**config.mk**
```make
export PLATFORM = sky130hd
export DESIGN_NAME = tone_envelope
export DESIGN_NICKNAME = d
export VERILOG_FILES = /design/src/rtl/tone_envelope.sv
export SDC_FILE = /design/constraint.sdc
export NUM_CORES = 1
export LEC_CHECK = 0
export BUFFER_PORTS_ARGS = -buffer_cell sky130_fd_sc_hd__buf_2
export CORE_ASPECT_RATIO = 0.7
export CORE_MARGIN = 1.5
export CORE_UTILIZATION = 35
export CTS_CLUSTER_DIAMETER = 150
export DETAILED_ROUTE_END_ITERATION = 12
export GPL_ROUTABILITY_DRIVEN = 1
export PLACE_DENSITY = 0.47
export RECOVER_POWER = 25
export SYNTH_ARGS = -nofsm -noshare
export SYNTH_HDL_FRONTEND = slang
export SYNTH_SLANG_ARGS = --single-unit
```
**constraint.sdc**
```tcl
create_clock -name clk -period 12.4 [get_ports clk]
set_input_delay 1.24 -clock clk [delete_from_list [all_inputs] [get_ports clk]]
set_output_delay 1.24 -clock clk [all_outputs]
set_load 0.03 [all_outputs]
```
**src/rtl/tone_envelope.sv**
```systemverilog
// Attack/sustain/release envelope and 4-bit master volume, applied by PWM to a 1-bit tone.
// Build option: define TONE_ENV_EXP_RELEASE_EN for an exponential-like release instead of a linear one.
module tone_envelope #(
    parameter int unsigned ENV_DIV     = 1024,
    parameter int unsigned ATTACK_INC  = 8,
    parameter int unsigned RELEASE_DEC = 4
) (
    input  logic       clk,
    input  logic       reset,
    input  logic       tone_in,
    input  logic       gate,
    input  logic [3:0] vol,
    output logic       spk_out,
    output logic [7:0] level,
    output logic       busy
);

    typedef enum logic [1:0] {
        IDLE    = 2'd0,
        ATTACK  = 2'd1,
        SUSTAIN = 2'd2,
        RELEASE = 2'd3
    } state_t;

    localparam logic [15:0] DIV_LAST  = 16'(ENV_DIV - 1);
    localparam logic [8:0]  ATT_STEP  = 9'(ATTACK_INC);
    localparam logic [7:0]  REL_STEP  = 8'(RELEASE_DEC);
    localparam logic [7:0]  LEVEL_MAX = 8'hFF;

    state_t      state;
    logic [15:0] prescaler;
    logic        tick;
    logic [8:0]  attack_sum;
    logic [7:0]  attack_level;
    logic [7:0]  release_step;
    logic [7:0]  release_level;
    logic [11:0] product;
    logic [7:0]  amp;
    logic [7:0]  pwm_cnt;
    logic [7:0]  amp_q;

    // Free-running envelope prescaler; gate activity never disturbs its phase.
    assign tick = (prescaler == DIV_LAST);

    always_ff @(posedge clk) begin
        // NOTE: sequential state uses non-blocking assignments so every register samples pre-edge values.
        if (reset) begin
            prescaler <= '0;
        end else if (tick) begin
            prescaler <= '0;
        end else begin
            prescaler <= prescaler + 16'd1;
        end
    end

    // Candidate next levels, computed wide and saturated so they never wrap.
    always_comb begin
        // NOTE: every always_comb output is assigned unconditionally first, so no latch can be inferred.
        attack_sum   = {1'b0, level} + ATT_STEP;
        attack_level = attack_sum[8] ? LEVEL_MAX : attack_sum[7:0];
    end

`ifdef TONE_ENV_EXP_RELEASE_EN
    assign release_step = (level >> 3) + 8'd1;
`else
    assign release_step = REL_STEP;
`endif

    assign release_level = (level > release_step) ? (level - release_step) : 8'd0;

    // Envelope FSM; a gate change always wins over a coincident tick.
    always_ff @(posedge clk) begin
        if (reset) begin
            state <= IDLE;
            level <= '0;
            busy  <= 1'b0;
        end else begin
            case (state)
                IDLE: begin
                    level <= '0;
                    if (gate) begin
                        state <= ATTACK;
                        busy  <= 1'b1;
                    end
                end
                ATTACK: begin
                    if (!gate) begin
                        state <= RELEASE;
                    end else if (tick) begin
                        level <= attack_level;
                        if (attack_level == LEVEL_MAX) begin
                            state <= SUSTAIN;
                        end
                    end
                end
                SUSTAIN: begin
                    level <= LEVEL_MAX;
                    if (!gate) begin
                        state <= RELEASE;
                    end
                end
                RELEASE: begin
                    if (gate) begin
                        state <= ATTACK;
                    end else if (tick) begin
                        level <= release_level;
                        if (release_level == 8'd0) begin
                            state <= IDLE;
                            busy  <= 1'b0;
                        end
                    end
                end
                default: begin
                    state <= IDLE;
                    level <= '0;
                    busy  <= 1'b0;
                end
            endcase
        end
    end

    // vol is scaled as (vol+1)/16 so vol=0 is quiet but not silent.
    assign product = 12'(level) * 12'({1'b0, vol} + 5'd1);
    assign amp     = 8'(product >> 4);

    // amp_q only moves at the period boundary, so a duty cycle is never cut mid-period.
    always_ff @(posedge clk) begin
        if (reset) begin
            pwm_cnt <= '0;
            amp_q   <= '0;
            spk_out <= 1'b0;
        end else begin
            pwm_cnt <= pwm_cnt + 8'd1;
            if (pwm_cnt == 8'hFF) begin
                amp_q <= amp;
            end
            spk_out <= tone_in & (pwm_cnt < amp_q);
        end
    end

endmodule

```
==> impl_metrics.py, run 1 <==
metrics = {
    "yosys": {
        "post_synth_simple_gate_area": 0.252,
        "syn_avg_cell_area_sq_um": 8.49,
        "synth.area.mux_share": 0.0126,
        "synth.ff_latch_count": 44,
        "synth_top_cell_area_share": 0.246,
        "synth_xor_xnor_area_share": 0.0758,
        "synth_adder_area_share": 0.222,
        "netlist_instances": 422,
        "fraction_of_the_mapped_netlist_area_in_compound_gates": 0.135,
        "ys.flop_type": "sky130_fd_sc_hd__dfxtp_1",
        "synthArstFlopShare": 0,
        "synth_top_family_by_area": "simple AND/OR/NAND/NOR gates",
        "ys_types": 53,
        "synth_area_leader_cell": "sky130_fd_sc_hd__dfxtp_1",
        "synth_sequential_area_ratio": 0.246,
        "yosys_warnings": 0,
        "synth_enable_flop_cells": 0,
        "syn-num-nets": 484,
        "synth.cell_area_sq_um": 3580,
        "synth.area.top_cells": "sky130_fd_sc_hd__dfxtp_1 (25%), sky130_fd_sc_hd__ha_1 (13%), sky130_fd_sc_hd__fa_1 (8.9%), sky130_fd_sc_hd__xor2_1 (4.4%), sky130_fd_sc_hd__nor2_1 (4.3%)",
    },
    "drt": {
        "routed_wire_length_per_instance_um": 13.7,
        "drt-vias-per-instance": 5.12,
        "drt_iter0_markers": 88,
        "route.antenna.remaining_nets": 0,
        "drt_drc_violations_left": 0,
        "via_count": 2862,
        "detail_route.wirelength_um": 7640,
        "dr.pass1.iters": 4,
    },
    "clock_network": {
        "clk_pin_slew_worst_paths_ns": 0.06,
        "number_of_h_tree_levels": 2,
        "cts-hold-fix-buffers": 0,
        "worst_skew_pair.late_latency_ns": 0.29,
        "cts.root.buffer_cell": "sky130_fd_sc_hd__clkbuf_16",
        "clock_tree_from_tritoncts": "done",
        "post_cts_resized": 0,
        "postCtsSetupRepairBufs": 0,
        "ctsLongestPathBuffers": 2,
        "numCtsBuffers": 5,
        "tritoncts_num_sinks": 44,
    },
    "outcome": {
        "violated_checks": "max-capacitance violations",
        "outcome": "complete, but fails checks",
    },
    "global_route": {
        "grt_max_degree": 34,
        "first_global_vias": 2687,
        "global_route.usage.total": 0.152,
        "grt_antenna_before_repair": 0,
        "first_pass_grt_wire_length_um": 13000,
        "gr-total-overflow": 0,
    },
    "critical_path": {
        "cp-end-kind": "flop",
        "worst_setup_path_type": "input pin to flop",
        "crit_required_ns": 12.59,
        "crit_fanout": 9,
        "critical_path_startpoint_category": "input pin",
        "arrival_ns": 5.35,
    },
    "sta": {
        "maxClockFrequency_mhz": 194,
        "slew-limit-headroom": 0.000389,
        "worst_hold_margin_ns": 0.449,
        "drv_slew": 0,
        "fin_crit_sh": 0.417,
        "clock_skew_ns": 0.00516,
        "final_setup_tns_ns": 0,
        "setup_violations": 0,
        "rsz0062_at_grt": "false",
        "worst_slew_pin_slew_ns": 1.50,
        "final.min_clock_period_ns": 5.17,
        "final-hold-violation-count": 0,
    },
    "power_and_ir_drop": {
        "p_leak_nw": 1.73,
        "vdd_ir_drop_max_mv": 0.0763,
        "p_sw_frac": 0.357,
        "p_seq_frac": 0.336,
        "clock_power_share": 0.317,
        "total_switching_power_mw": 0.179,
        "power.internal_mw": 0.323,
        "power.share.combinational": 0.347,
        "total_power_mw": 0.502,
        "power.density_nw_per_um2": 128,
    },
    "final_layout": {
        "finalCoreUtilization": 0.400,
        "instances_no_fill": 559,
        "finalNetCount": 492,
        "area_delta_synth_final_pct": 9.71,
        "layout_cells_sized_above_1": 0.0696,
        "fillerInstances": 1012,
        "antenna_cells_inserted": 0,
    },
    "placement": {
        "place.detailed.hpwl_um": 5790,
        "routabilityCongestion": 0.789,
        "dpl.cell_count": 551,
        "numPortBuffers": 17,
    },
    "die": {
        "ios": 18,
        "floorplan.die.height_um": 87.7,
        "std_cell_rows": 30,
        "fp.coreArea_sq_um": 9830,
        "initial_core_util": 0.364,
        "die_area_sq_um": 10900,
        "floorplan.die.width_um": 124,
    },
    "flow_run": {
        "max_cap_viol_count": 1,
    },
    "min_path": {
        "timing.hold.worst.class": "flop to flop",
    },
}
-- flip-flops by register name (all words and copies together), names as in the netlist --
signal,flops
amp_q,8
busy,1
level,8
prescaler,16
pwm_cnt,8
spk_out,1
state,2
-- critical path: stages --
cell	delay (ns)
sky130_fd_sc_hd__buf_2	0.15
sky130_fd_sc_hd__ha_1	0.22
sky130_fd_sc_hd__xor2_1	0.42
sky130_fd_sc_hd__and2_1	0.21
sky130_fd_sc_hd__fa_1	0.43
sky130_fd_sc_hd__fa_1	0.54
sky130_fd_sc_hd__inv_1	0.05
sky130_fd_sc_hd__fa_1	0.52
sky130_fd_sc_hd__inv_1	0.04
sky130_fd_sc_hd__ha_1	0.33
sky130_fd_sc_hd__a21oi_1	0.16
sky130_fd_sc_hd__nand2_1	0.09
sky130_fd_sc_hd__o2111ai_1	0.38
sky130_fd_sc_hd__a31oi_1	0.16
sky130_fd_sc_hd__xnor2_1	0.15
sky130_fd_sc_hd__a211oi_1	0.22
-- worst paths after layout --
kind         cells past startpoint  slack, ns            to          from
max                             16       7.23      amp_q[7]        vol[0]
min                              1       0.45  prescaler[0]  prescaler[0]
max reg2reg                     14       8.18      amp_q[7]      level[2]
min reg2reg                      1       0.45  prescaler[0]  prescaler[0]
-- synthesized netlist by cell type, types with 3 or more instances --
library cell               instances
sky130_fd_sc_hd__a21o_1            7
sky130_fd_sc_hd__o31ai_1           7
sky130_fd_sc_hd__xor2_1           18
sky130_fd_sc_hd__nor2_1           41
sky130_fd_sc_hd__nor4b_1           3
sky130_fd_sc_hd__a22oi_1           3
sky130_fd_sc_hd__or3_1             7
sky130_fd_sc_hd__o211ai_1          5
sky130_fd_sc_hd__a22o_1            4
sky130_fd_sc_hd__nand3_1          13
sky130_fd_sc_hd__mux2i_1           3
sky130_fd_sc_hd__nor3_1            6
sky130_fd_sc_hd__xnor2_1          13
sky130_fd_sc_hd__nand4_1           5
sky130_fd_sc_hd__ha_1             38
sky130_fd_sc_hd__buf_2             3
sky130_fd_sc_hd__fa_1             16
sky130_fd_sc_hd__nor2b_1           9
sky130_fd_sc_hd__inv_1            35
sky130_fd_sc_hd__nand2_1          30
sky130_fd_sc_hd__clkbuf_1         11
sky130_fd_sc_hd__and2_1           19
sky130_fd_sc_hd__o21ai_0          12
sky130_fd_sc_hd__a21oi_1          16
sky130_fd_sc_hd__dfxtp_1          44
sky130_fd_sc_hd__nand2b_1         12
sky130_fd_sc_hd__and3_1           11
sky130_fd_sc_hd__and4_1            3
-- kinds of logic after synthesis --
logic type / after synthesis
mux: 4
simple gates: 168
fa+ha+maj: 54
buf+inv: 51
xor+xnor: 31
flops: 44
compound gates: 70
-- stage by stage --
step	setup WS, ns	area (sq um)
2_1_floorplan	7.45	3580
3_3_place_gp	7.10	3760
3_5_place_dp	6.93	3760
4_1_cts	7.22	3940
5_1_grt	6.96	3930
6_report	7.23	3930
-- placed cells by master, fill, tap and decap left out, drive strengths merged, types with 2 or more instances in the layout --
cell type | synthesis | final
a21o | 7 | 7
clkbuf | 11 | 9
fa | 16 | 16
nor4b | 3 | 3
nor2 | 41 | 41
o211ai | 5 | 5
ha | 38 | 38
xnor2 | 13 | 13
nor3b | 4 | 4
nand2 | 30 | 30
o21ai | 13 | 13
o31ai | 8 | 8
and2 | 19 | 19
nand3 | 13 | 13
mux2i | 3 | 3
buf | 5 | 14
nand4 | 5 | 5
a22oi | 3 | 3
a21oi | 17 | 17
a211oi | 2 | 2
a22o | 4 | 4
and3 | 11 | 11
xor2 | 18 | 18
nor2b | 9 | 9
dfxtp | 44 | 44
a31oi | 3 | 3
inv | 35 | 35
or3 | 7 | 7
and4 | 3 | 3
nand2b | 12 | 12
nor3 | 7 | 7
-- metal layers --
metal  global-route usage  up-vias  share of wire
met5                    0        -              0
met4               0.0362        0         0.0085
li1                     -     1461              -
met2                0.228       51           0.41
met3               0.0319        6          0.038
met1                0.224     1344           0.54
-- cell type report --
cell class | instances | area, sq um | share of cell area
clock buffer | 6 | 139 | 0.0353
clock inverter | 2 | 38.8 | 0.00987
inverter | 35 | 131 | 0.0334
multi-input combinational | 327 | 2500 | 0.636
sequential | 44 | 881 | 0.224
tap | 128 | 160 | 0.0407
timing repair buffer | 17 | 81.3 | 0.0207
-- power groups by stage --
stage | clock network, mW | registers [mW] | logic [mW]
floorplan | 0 | 0.169 | 0.137
global placement | 0 | 0.171 | 0.176
detailed placement | 0 | 0.172 | 0.175
CTS | 0.165 | 0.168 | 0.176
global route | 0.172 | 0.170 | 0.196
finish | 0.159 | 0.169 | 0.174
(Power assumes the default switching activity.)
==> run 2, diff against run 1 <==
--- a/config.mk
+++ b/config.mk
@@ -5,6 +5,7 @@
 export SDC_FILE = /design/constraint.sdc
 export NUM_CORES = 1
 export LEC_CHECK = 0
+export ABC_AREA = 1
 export BUFFER_PORTS_ARGS = -buffer_cell sky130_fd_sc_hd__buf_2
 export CORE_ASPECT_RATIO = 0.7
 export CORE_MARGIN = 1.5
==> constraint.sdc (replaced) <==
create_clock -name clk -period 5.3 [get_ports clk]
set_input_delay 0.53 -clock clk [delete_from_list [all_inputs] [get_ports clk]]
set_output_delay 0.53 -clock clk [all_outputs]
set_load 0.03 [all_outputs]
==> impl_metrics.py, run 2 <==
metrics = {
    "critical_path": {
        "startpoint_of_the_worst_slack_reg_to_reg_timing_path": "level[2]",
        "critical-path-slowest-cell": "sky130_fd_sc_hd__fa_1",
        "arrival_ns": 4.41,
        "crit_fanout": 6,
        "cp-end-kind": "flop",
        "worst_setup_path_type": "input pin to flop",
        "worstSetupStartpoint": "vol[0]",
        "cp_slowest_stage_delay_ns": 0.54,
        "cell_repeated_most_along_the_worst_path": "sky130_fd_sc_hd__inv_1",
        "critical_path_startpoint_category": "input pin",
        "crit_required_ns": 5.48,
        "path_cells": "buf_2 > ha_1 > xor2_1 > inv_1 > nor2_1 > fa_1 > fa_1 > inv_1 > fa_1 > inv_1 > ha_1 > a21oi_1 > o21ai_0 > a21oi_1 > o21ai_0 > xnor2_1 > o21ai_0 > inv_1",
        "path_buf_inv": 5,
        "cp_top_family": "adder cells",
    },
    "drt": {
        "drt_drc_violations_left": 0,
        "drt-vias-per-instance": 4.83,
        "route.antenna.remaining_nets": 0,
        "detail_route.wirelength_um": 8880,
        "drt_iter0_markers": 163,
        "dr.pass1.iters": 4,
        "via_count": 3355,
        "routed_wire_length_per_instance_um": 12.8,
    },
    "final_layout": {
        "most_common_cell_after_layout_fill_and_taps_aside": "sky130_fd_sc_hd__nand2_1",
        "largest_register_ffs": 16,
        "finalNetCount": 623,
        "finalCoreUtilization": 0.397,
        "layout.cells.most_common_list": "sky130_fd_sc_hd__nand2_1 (94), sky130_fd_sc_hd__nor2_1 (93), sky130_fd_sc_hd__inv_1 (91)",
        "largest-register": "prescaler",
        "antenna_cells_inserted": 0,
        "layout_cells_sized_above_1": 0.0801,
        "final_area_sq_um": 4130,
        "area_delta_synth_final_pct": 9.85,
    },
    "placement": {
        "dpl-instance-area_sq_um": 3970,
        "place.detailed.hpwl_um": 7050,
        "routabilityCongestion": 0.875,
        "numPortBuffers": 17,
    },
    "die": {
        "die_area_sq_um": 11400,
        "fp.coreArea_sq_um": 10400,
        "ios": 18,
        "floorplan.die.height_um": 89.7,
        "initial_core_util": 0.362,
        "floorplan.die.width_um": 127,
        "std_cell_rows": 31,
    },
    "clock_network": {
        "post_cts_resized": 0,
        "clk_pin_slew_worst_paths_ns": 0.06,
        "cts.root.buffer_cell": "sky130_fd_sc_hd__clkbuf_16",
        "worst_skew_pair.late_latency_ns": 0.29,
        "cts-hold-fix-buffers": 0,
        "number_of_h_tree_levels": 2,
        "numCtsBuffers": 5,
        "tritoncts_num_sinks": 44,
        "ctsLongestPathBuffers": 2,
        "clock_tree_from_tritoncts": "done",
        "postCtsSetupRepairBufs": 0,
    },
    "sta": {
        "final_setup_tns_ns": 0,
        "maxClockFrequency_mhz": 236,
        "final.min_clock_period_ns": 4.24,
        "worst_slew_pin_slew_ns": 1.06,
        "setup_violations": 0,
        "clock_skew_ns": 0.0108,
        "worst_hold_margin_ns": 0.444,
        "rsz0062_at_grt": "false",
        "final-hold-violation-count": 0,
        "fin_crit_sh": 0.799,
        "slew-limit-headroom": 0.294,
        "drv_slew": 0,
    },
    "yosys": {
        "synth_top_cell_area_share": 0.234,
        "synth_area_leader_cell": "sky130_fd_sc_hd__dfxtp_1",
        "synth.area.top_cells": "sky130_fd_sc_hd__dfxtp_1 (23%), sky130_fd_sc_hd__ha_1 (13%), sky130_fd_sc_hd__nand2_1 (9.4%), sky130_fd_sc_hd__nor2_1 (9.3%), sky130_fd_sc_hd__inv_1 (9.1%)",
        "yosys_warnings": 0,
        "syn_avg_cell_area_sq_um": 6.90,
        "netlist_instances": 545,
        "ys.flop_type": "sky130_fd_sc_hd__dfxtp_1",
        "synth.cell_area_sq_um": 3760,
        "synthArstFlopShare": 0,
        "ys_types": 44,
        "ys_top_cells_by_count": "sky130_fd_sc_hd__nand2_1 (94), sky130_fd_sc_hd__nor2_1 (93), sky130_fd_sc_hd__inv_1 (91)",
        "synth_enable_flop_cells": 0,
        "synth.ff_latch_count": 44,
        "syn-num-nets": 607,
        "most_repeated_cell_in_the_gate_level_netlist_after_synthesis": "sky130_fd_sc_hd__nand2_1",
        "synth_sequential_area_ratio": 0.234,
    },
    "global_route": {
        "grt_max_degree": 23,
        "global_route.usage.total": 0.166,
        "grt_antenna_before_repair": 0,
        "gr-total-overflow": 0,
        "first_global_vias": 3173,
        "first_pass_grt_wire_length_um": 15300,
    },
    "power_and_ir_drop": {
        "power.density_nw_per_um2": 349,
        "p_leak_nw": 1.97,
        "vdd_ir_drop_max_mv": 0.163,
    },
    "flow_run": {
        "max_cap_viol_count": 0,
    },
    "outcome": {
        "outcome": "finished, final reports clean",
    },
    "min_path": {
        "hold_path.startpoint": "prescaler[0]",
        "timing.hold.worst.class": "flop to flop",
    },
}
-- run 2: changes by cell type after synthesis, sizes merged, moves of 14 or more --
cell and change:
nor2 +57, nand3 +18, inv +60, nand2 +69, and2 -18, a21oi +14
-- run 2: worst reg2reg max path, stage by stage (launching register included) --
cell,delay (ns)
sky130_fd_sc_hd__dfxtp_1,0.53
sky130_fd_sc_hd__clkinv_1,0.36
sky130_fd_sc_hd__nor2_1,0.24
sky130_fd_sc_hd__fa_1,0.44
sky130_fd_sc_hd__fa_1,0.54
sky130_fd_sc_hd__inv_1,0.05
sky130_fd_sc_hd__fa_1,0.52
sky130_fd_sc_hd__inv_1,0.04
sky130_fd_sc_hd__ha_1,0.35
sky130_fd_sc_hd__a21oi_1,0.20
sky130_fd_sc_hd__o21ai_0,0.12
sky130_fd_sc_hd__a21oi_1,0.23
sky130_fd_sc_hd__o21ai_0,0.14
sky130_fd_sc_hd__xnor2_1,0.14
sky130_fd_sc_hd__o21ai_0,0.15
sky130_fd_sc_hd__inv_1,0.05
-- run 2: cell families (layout without fill, tap and decap cells) --
| family | after synthesis | after routing | synth area share |
|---|---|---|---|
| xor+xnor | 12 | 12 | 0.0280 |
| simple gates | 258 | 258 | 0.304 |
| flops | 44 | 44 | 0.234 |
| buf+inv | 107 | 124 | 0.112 |
| fa+ha+maj | 54 | 54 | 0.212 |
| compound gates | 70 | 70 | 0.110 |
-- run 2: routing by layer --
layer,part of all wire,vias to the layer above,global-route usage
met2,0.39,45,0.239
met5,0,-,0
met4,0.0037,0,0.0199
met3,0.042,2,0.0321
met1,0.56,1545,0.259
li1,-,1763,-
-- run 2: metrics by stage --
stage,worst slack [ns],power (mW),instances
after floorplan,1.30,0.930,545
final,1.06,1.44,694
after global placement,0.961,1.10,686
after detailed placement,0.812,1.10,686
after CTS,1.11,1.46,694
after global routing,0.707,1.58,694
-- run 2: path summary, 6_finish.rpt --
path                            cells past startpoint      endpoint  slack [ns]
worst max-delay path                               18      amp_q[7]        1.06
worst min-delay path                                1  prescaler[0]        0.44
worst max register to register                     15      amp_q[7]        1.09
worst min register to register                      1  prescaler[0]        0.44
-- run 2: area by class of cell --
class,count,area [sq um]
clock inverter,3,42.5
sequential,44,881
tap,132,165
fill,1105,6270
inverter,98,372
clock buffer,5,125
timing repair buffer,18,86.3
multi-input combinational,394,2460
-- run 2: power by group --
part / switching, mW / internal [mW] / total, mW
Combinational: 0.457 / 0.230 / 0.687
Sequential: 0.0467 / 0.358 / 0.405
Clock: 0.128 / 0.221 / 0.349
==> run 3, diff against run 2 <==
==> constraint.sdc (replaced) <==
create_clock -name clk -period 3.9 [get_ports clk]
set_input_delay 0.39 -clock clk [delete_from_list [all_inputs] [get_ports clk]]
set_output_delay 0.39 -clock clk [all_outputs]
set_load 0.03 [all_outputs]
==> impl_metrics.py, run 3 (synthesis results as in run 2) <==
metrics = {
    "outcome": {
        "outcome": "finished, final reports clean",
    },
    "die": {
        "floorplan.die.width_um": 127,
        "die_area_sq_um": 11400,
        "floorplan.die.height_um": 89.7,
        "ios": 18,
        "std_cell_rows": 31,
        "initial_core_util": 0.362,
        "fp.coreArea_sq_um": 10400,
    },
    "global_route": {
        "grt_max_degree": 23,
        "first_pass_grt_wire_length_um": 16000,
        "global_route.usage.total": 0.174,
        "grt_antenna_before_repair": 0,
        "gr-total-overflow": 0,
        "first_global_vias": 3333,
    },
    "placement": {
        "place.detailed.hpwl_um": 7500,
        "dpl-instance-area_sq_um": 4210,
        "numPortBuffers": 17,
        "routabilityCongestion": 0.910,
    },
    "sta": {
        "final-hold-violation-count": 0,
        "worst_slew_pin_slew_ns": 0.484,
        "drv_slew": 0,
        "maxClockFrequency_mhz": 270,
        "slew-limit-headroom": 0.677,
        "clock_skew_ns": 0.00928,
        "final.min_clock_period_ns": 3.71,
        "worst_hold_margin_ns": 0.350,
        "final_setup_tns_ns": 0,
        "rsz0062_at_grt": "true",
        "setup_violations": 0,
        "fin_crit_sh": 0.950,
    },
    "critical_path": {
        "crit_required_ns": 4.13,
        "worst_setup_path_type": "input pin to flop",
        "critical-path-slowest-cell": "sky130_fd_sc_hd__fa_1",
        "cp_slowest_stage_delay_ns": 0.54,
        "critical_path_startpoint_category": "input pin",
        "startpoint_of_the_worst_slack_reg_to_reg_timing_path": "level[2]",
        "path_cells": "buf_2 > ha_1 > xor2_1 > inv_1 > nor2_1 > fa_1 > fa_1 > inv_1 > fa_1 > inv_1 > ha_1 > nand2_1 > o21ai_1 > a21oi_2 > or2_2 > nand3_1 > o211ai_1 > inv_1",
        "arrival_ns": 3.94,
        "cell_repeated_most_along_the_worst_path": "sky130_fd_sc_hd__inv_1",
        "cp-end-kind": "flop",
        "reg2reg_depth": 15,
        "critical_path.reg2reg.endpoint": "amp_q[3]",
        "r2r_slack_ns": 0.27,
        "crit_fanout": 3,
    },
    "clock_network": {
        "number_of_h_tree_levels": 2,
        "tritoncts_num_sinks": 44,
        "ctsLongestPathBuffers": 2,
        "numCtsBuffers": 5,
        "postCtsSetupRepairBufs": 0,
        "cts-hold-fix-buffers": 0,
        "cts.root.buffer_cell": "sky130_fd_sc_hd__clkbuf_16",
        "worst_skew_pair.late_latency_ns": 0.29,
        "clock_tree_from_tritoncts": "done",
        "clk_pin_slew_worst_paths_ns": 0.06,
        "post_cts_resized": 0,
    },
    "drt": {
        "routed_wire_length_per_instance_um": 12.8,
        "drt_drc_violations_left": 0,
        "drt_iter0_markers": 176,
        "via_count": 3500,
        "dr.pass1.iters": 5,
        "drt-vias-per-instance": 4.82,
        "route.antenna.remaining_nets": 0,
        "detail_route.wirelength_um": 9280,
    },
    "min_path": {
        "worst_hold_path.num_cells": 3,
        "hold_path.startpoint": "tone_in",
        "timing.hold.worst.class": "input pin to flop",
        "holdPathEnd": "spk_out",
    },
    "final_layout": {
        "layout_cells_sized_above_1": 0.140,
        "final_area_sq_um": 4400,
        "most_common_cell_after_layout_fill_and_taps_aside": "sky130_fd_sc_hd__nand2_1",
        "largest_register_ffs": 16,
        "largest-register": "prescaler",
        "antenna_cells_inserted": 0,
        "layout.cells.most_common_list": "sky130_fd_sc_hd__nand2_1 (94), sky130_fd_sc_hd__nor2_1 (93), sky130_fd_sc_hd__inv_1 (91)",
        "area_delta_synth_final_pct": 16.9,
        "finalNetCount": 655,
    },
    "flow_run": {
        "max_cap_viol_count": 0,
    },
    "power_and_ir_drop": {
        "vdd_ir_drop_max_mv": 0.303,
        "power.density_nw_per_um2": 466,
        "p_leak_nw": 2.14,
    },
}
-- run 3: cell types whose count changed in the layout (fill, tap and decap cells not counted), sizes merged --
| cell | change |
|---|---|
| buf | +32 |
-- run 3: per-layer routing --
layer | vias up | wire length (um) | global-route usage
li1 | 1828 | - | -
met1 | 1601 | 5300 | 0.276
met2 | 66 | 3510 | 0.240
met3 | 5 | 407 | 0.0351
met4 | 0 | 58 | 0.0322
met5 | - | 0 | 0
-- run 3: power breakdown --
part	internal (mW)	switching, mW
sequential	0.487	0.0302
combinational	0.373	0.672
clock	0.301	0.186
total	1.16	0.889
-- run 3: final cells by class --
cell class	instances	area [sq um]
fillers	1091	6000
multi-input cells	394	2480
flip-flops and latches	44	881
inverters	98	372
repair buffers	50	327
well taps	132	165
clock buffers	5	125
clock inverters	3	42.5
-- run 3: worst max-delay path by stage --
stage                  start  endpoint  slack [ns]  cells past startpoint
global placement      vol[1]  amp_q[7]       -0.16                     17
CTS                   vol[0]  amp_q[7]        0.13                     18
finish                vol[0]  amp_q[3]        0.19                     18
floorplan           level[2]  amp_q[7]        0.02                     15
detailed placement    vol[0]  amp_q[7]       -0.15                     18
global route          vol[0]  amp_q[3]      -0.004                     18
-- run 3: per-stage QoR --
stage          setup WS, ns  utilization  power [mW]  cells
2_1_floorplan        0.0229            -        1.26    545
3_3_place_gp         -0.157        0.405        1.57    718
3_5_place_dp         -0.148        0.405        1.57    718
4_1_cts               0.135        0.421        2.06    726
5_1_grt            -0.00354        0.423        2.23    726
6_report              0.193        0.423        2.05    726
-- run 3: worst max-delay path, delay by kind of cell --
kind	cells	cell delay, ns
xor+xnor	1	0.17
buf+inv	5	0.36
fa+ha+maj	5	2.05
simple gates	4	0.61
compound gates	3	0.34
